<file path="src/rtl/bit_serializer.sv">
// Parallel-to-serial stage feeding the serial pattern detector: accepts WIDTH-bit
// words over valid/ready and emits one bit per bit_en cycle, back-to-back without gaps.
module bit_serializer #(
  parameter int WIDTH     = 8,
  parameter bit MSB_FIRST = 1'b1
) (
  input  logic             clk,
  input  logic             reset,
  input  logic [WIDTH-1:0] in_data,
  input  logic             in_valid,
  output logic             in_ready,
  input  logic             bit_en,
  output logic             out,
  output logic             out_valid,
  output logic             sof,
  output logic             busy
);

  localparam int CW = $clog2(WIDTH);
  localparam logic [0:0] IDLE  = 1'b0;
  localparam logic [0:0] SHIFT = 1'b1;
  localparam logic [CW-1:0] LAST = CW'(WIDTH - 1);

  logic [0:0]       state_reg, state_next;
  logic [WIDTH-1:0] shreg_reg, shreg_next, shifted;
  logic [CW-1:0]    count_reg, count_next;
  logic             last_bit, accept;

  // Shift one position toward the output end, filling with zero.
  genvar gi;
  generate
    for (gi = 0; gi < WIDTH; gi++) begin : g_shift
      if (MSB_FIRST) begin : g_msb
        if (gi == 0) begin : g_fill
          assign shifted[gi] = 1'b0;
        end else begin : g_move
          assign shifted[gi] = shreg_reg[gi-1];
        end
      end else begin : g_lsb
        if (gi == WIDTH - 1) begin : g_fill
          assign shifted[gi] = 1'b0;
        end else begin : g_move
          assign shifted[gi] = shreg_reg[gi+1];
        end
      end
    end
  endgenerate

  assign out       = MSB_FIRST ? shreg_reg[WIDTH-1] : shreg_reg[0];
  assign busy      = (state_reg == SHIFT);
  assign out_valid = busy;
  assign sof       = busy && (count_reg == '0);
  assign last_bit  = busy && bit_en && (count_reg == LAST);
  assign in_ready  = !busy || last_bit;
  assign accept    = in_valid && in_ready;

  always_comb begin
    state_next = state_reg;
    shreg_next = shreg_reg;
    count_next = count_reg;
    if (accept) begin
      state_next = SHIFT;
      shreg_next = in_data;
      count_next = '0;
    end else if (last_bit) begin
      // Clearing the register keeps out at 0 while idle.
      state_next = IDLE;
      shreg_next = '0;
      count_next = '0;
    end else if (busy && bit_en) begin
      shreg_next = shifted;
      count_next = count_reg + CW'(1);
    end
  end

  always_ff @(posedge clk or negedge reset) begin
    if (!reset) begin
      state_reg <= IDLE;
      shreg_reg <= '0;
      count_reg <= '0;
    end else begin
      state_reg <= state_next;
      shreg_reg <= shreg_next;
      count_reg <= count_next;
    end
  end

endmodule

</file>
<file path="config.mk">
export PLATFORM = sky130hd
export DESIGN_NAME = bit_serializer
export DESIGN_NICKNAME = d
export VERILOG_FILES = /design/src/rtl/bit_serializer.sv
export SDC_FILE = /design/constraint.sdc
export NUM_CORES = 1
export LEC_CHECK = 0
export BUFFER_PORTS_ARGS = -buffer_cell sky130_fd_sc_hd__buf_4
export CELL_PAD_IN_SITES_DETAIL_PLACEMENT = 1
export CELL_PAD_IN_SITES_GLOBAL_PLACEMENT = 1
export CORE_MARGIN = 2
export CORE_UTILIZATION = 44
export CTS_CLUSTER_SIZE = 20
export DETAILED_ROUTE_END_ITERATION = 6
export PLACE_DENSITY_LB_ADDON = 0.1
export SLEW_MARGIN = 10
export SYNTH_ARGS = -nofsm -noshare
export SYNTH_HDL_FRONTEND = slang
export SYNTH_SLANG_ARGS = --single-unit
</file>
<file path="constraint.sdc">
create_clock -name clk -period 4.5 [get_ports clk]
set_clock_uncertainty 0.1 [all_clocks]
set_input_delay 0.9 -clock clk [delete_from_list [all_inputs] [get_ports clk]]
set_output_delay 0.9 -clock clk [all_outputs]
set_load 0.005 [all_outputs]
</file>
# Yosys cells after proc, flatten, opt, wreduce, memory -nomap -nowiden
# Cells that the tools add are included.
# totals
register_bits,12
latch_bits,0
ramBits,0
rom_bits,0
word_cells,22
n_memories,0
# classes
addsub,1
multipliers,0
div_mod_pow,0
n_lt_le_gt_ge,0
eq_ne,1
n_shift,0
muxes,8
bitwise_logic,0
reduce_logical,9
# op_table
cell,count
$mux 8,3
$mux 3,3
$logic_and 1x1->1,4
$add 3x1->3 const B,1
$eq 3x3->1 const B,1
$logic_not 3->1,1
$reduce_bool 3->1,1
$mux 1,2
$reduce_bool 2->1,1
$logic_not 1->1,1
$logic_or 1x1->1,1

# Depth between registers and ports, before layout
# depth
ltp_word,5
ltp_mapped,7
ltp_nobuf,5

# Worst setup path after synthesis
# No wires, ideal clock.
# synth_timing
path_kind,register -> output
startpoint,reg count_reg[0]
endpoint,out in_ready
t_arrival_ps,1153
required_ps,3500
slack_ps,2347
path_stages_with_launch,7
path_buffers,2
cell_sequence,dfrtp_1 ha_1 ha_1 buf_6 buf_6 nand2_1 nand2_1
# synth_via
elab_chain_len,3
# synth_lines
item,line,text
start: declaration,26,"logic [CW-1:0] count_reg, count_next;"
start signal: assignment,84,count_reg <= count_next;
$eq 3x3->1,53,assign last_bit = busy && bit_en && (count_reg == LAST);
$logic_and 1x1->1,53,
$logic_or 1x1->1,54,assign in_ready = !busy || last_bit;
end: declaration,11,"output logic in_ready,"
# Every way passes these cells.

# Final worst setup path
# Ends and elaborated chain as after synthesis.

==> metrics <==
outcome=finished, final reports clean; nets=approximately 120; Crit path arrival time=around 1.9 ns; htree depth=1; R2R Path End=shreg_reg[5]$_DFFE_PN0P_; initial antenna violation count=0; drc violations=0; Final WS setup=approximately 1.6 ns; Crit. End Element=primary output; Reg-to-Reg Start=count_reg[0]$_DFFE_PN0P_; GR Layer Usage met3=about 5.8%; Pwr Density=between 400 and 500 nW/um2; CTS Hold Bufs=0; Critical Path Fanout Max=19; DIE HEIGHT=around 50 um; WL final=1.988 mm; Setup Buffers After CTS=0; Setup WS pre-CTS=1.931 ns; number of diodes=0; antenna viol nets, final=0; clock power share=between 10% and 20%; Num CTS Buffers=3; static leakage=roughly 0.00047 uW; Post-Layout Cell Count=approximately 130; placed cell count=~130; cts repair resizes=0; final hold vios=0; peak supply drop=about 0.26 mV; kind of critical path=reg -> out; Total Neg Setup Slack=0 ns; Reg2Reg Depth=5; Sw Share=between 30% and 40%; via/cell ratio=roughly 5.2; pin count of the biggest net entering global routing=20; GRT Resource Usage Total=around 18%; GRT Residual Overflow=0; TritonCTS clock tree=yes; synth warn=0; Initial Util=46.84%; die width=roughly 50 um; Seq/Total Area, Yosys=~32%; RSZ-0062 raised after global routing=false; Slew @ Worst Pin=about 0.84 ns; slew margin rel.=between 40% and 50%; area of the core=1982 um2; GR peak layer=met2; area grow syn2layout=11.99%; final core occ=between 50% and 60%; maximum clock frequency=around 340 MHz; routed vias=roughly 690; 1st-iter DRT viols=3; I/O Buffers=16; Bufs on Longest Clock Path=2; logic gate share of total power=about 46%; Worst Path Required=approximately 3.5 ns; Synth cell types=29; share of cells above drive strength 1=between 40% and 50%; Clock Pin Slew Worst Setup and Hold Paths=about 0.080 ns; max cap viols=0; I/O pin cnt=17; max reg flops=8; grt met2 use=31.33%; CTS Root Cell=clkbuf_4; Synth Register Bits=12; hpwl dp=around 1.4 mm; gpl congestion=approximately 0.68; drt wl/cell=between 15 and 20 um; Design Power=451.2 uW; ys flop type=dfrtp_1; Avg Cell Area, Syn=9.983 um2; Final Slew Violations=0; ys async rst share=100.0%; die area=~2500 um2; first-pass GRT wire length=between 3 and 4 mm; vias in the first global route=between 700 and 800; synthesized area=~930 um2; Synthesized Nets=around 110; clock sinks=12; TritonRoute pass-1 iters=3; switching power=approximately 160 uW; worst hold path class=in -> async; Cells after Synth=between 90 and 100; Int Pwr=between 200 and 300 uW; Post-synth EDFFs=0; Startpoint Class=flop; Worst R2R Setup Slack=about 2.4 ns; Tmin final=between 2 and 3 ns; met1 Resource Use GR=between 20% and 30%; clock insertion delay at the later pin of the skew report=between 0.2 and 0.3 ns; Rows=16; sequential cell fraction of total power=around two fifths; period utilization=around 64%; Setup violations, final=0
==> power groups by stage <==
stage | clock [uW] | sequential (uW) | combinational, uW
6_report | 70.1 | 174 | 207
5_1_grt | 75.9 | 180 | 231
4_1_cts | 72.1 | 175 | 210
3_5_place_dp | 0 | 177 | 208
3_3_place_gp | 0 | 174 | 202
2_1_floorplan | 0 | 169 | 165
==> stage by stage <==
step                hold slack [ns]  area, um2
finish                       0.3453       1040
global route                 0.3521       1040
CTS                          0.3521       1040
detailed placement           0.4473       1017
global placement             0.4054       1017
floorplan                    0.3798      928.4
==> cell usage in the layout (no fill, tap or decap), drive strengths merged, types with 2 or more instances in the layout <==
cell,n
nand2,4
buf,16
clkbuf,3
a211oi,7
nor2b,7
inv,11
dfrtp,12
nor2,7
o21ai,7
ha,3
a21oi,8
nand2b,2
mux2,7
==> layer usage <==
| metal | up-vias | wire length [um] |
|---|---|---|
| met3 | 2 | 78 |
| met2 | 12 | 1003 |
| met1 | 333 | 892 |
| li1 | 342 | - |
| met5 | - | 0 |
| met4 | 0 | 12 |
==> how the worst max path moves through the flow <==
stage | startpoint | to | slack, ns | depth (start not counted)
3_3_place_gp | count_reg[0]$_DFFE_PN0P_ | in_ready | 2.00 | 5
6_report | count_reg[0]$_DFFE_PN0P_ | in_ready | 1.60 | 5
5_1_grt | count_reg[0]$_DFFE_PN0P_ | in_ready | 1.48 | 5
4_1_cts | count_reg[0]$_DFFE_PN0P_ | in_ready | 1.61 | 5
3_5_place_dp | count_reg[0]$_DFFE_PN0P_ | in_ready | 1.93 | 5
2_1_floorplan | count_reg[0]$_DFFE_PN0P_ | in_ready | 2.35 | 6
==> cells by family (layout without fill, tap and decap cells) <==
logic type / Yosys count / after routing / share of synthesized area [%]
and+or+nand+nor: 25 / 25 / 15.77
muxes: 8 / 8 / 11.59
DFF: 12 / 12 / 32.35
adders and majority gates: 3 / 3 / 4.044
buffers and inverters: 18 / 30 / 11.45
AOI/OAI and AO/OA: 27 / 27 / 24.80
==> cells in the mapped netlist, types with 2 or more instances <==
| cell | n | share of area, % |
|---|---|---|
| ha_1 | 3 | 4.0 |
| dfrtp_1 | 12 | 32 |
| buf_6 | 4 | 4.9 |
| inv_1 | 11 | 4.4 |
| o21ai_0 | 7 | 3.8 |
| buf_4 | 2 | 1.6 |
| nand2_1 | 3 | 1.2 |
| a21oi_2 | 7 | 6.6 |
| a211oi_2 | 7 | 9.4 |
| nor2b_1 | 7 | 4.7 |
| nand2b_1 | 2 | 1.3 |
| mux2_2 | 2 | 2.4 |
| nor2_1 | 2 | 0.81 |
| mux2_4 | 5 | 8.1 |
| nor2_2 | 5 | 3.4 |
==> critical path, stage by stage (launching register included) <==
cell and delay [ns]:
dfrtp_1 0.40, ha_1 0.17, ha_1 0.70, nand2_1 0.11, nand2_1 0.12, buf_4 0.11
==> cell type report <==
type	instances	area [um2]
clock buffers	3	22.52
well taps	27	33.78
flip-flops and latches	12	300.3
repair buffers	16	120.1
fillers	233	942.2
inverters	11	41.29
multi-input cells	63	521.8
Power figures use the tool's default switching activity.
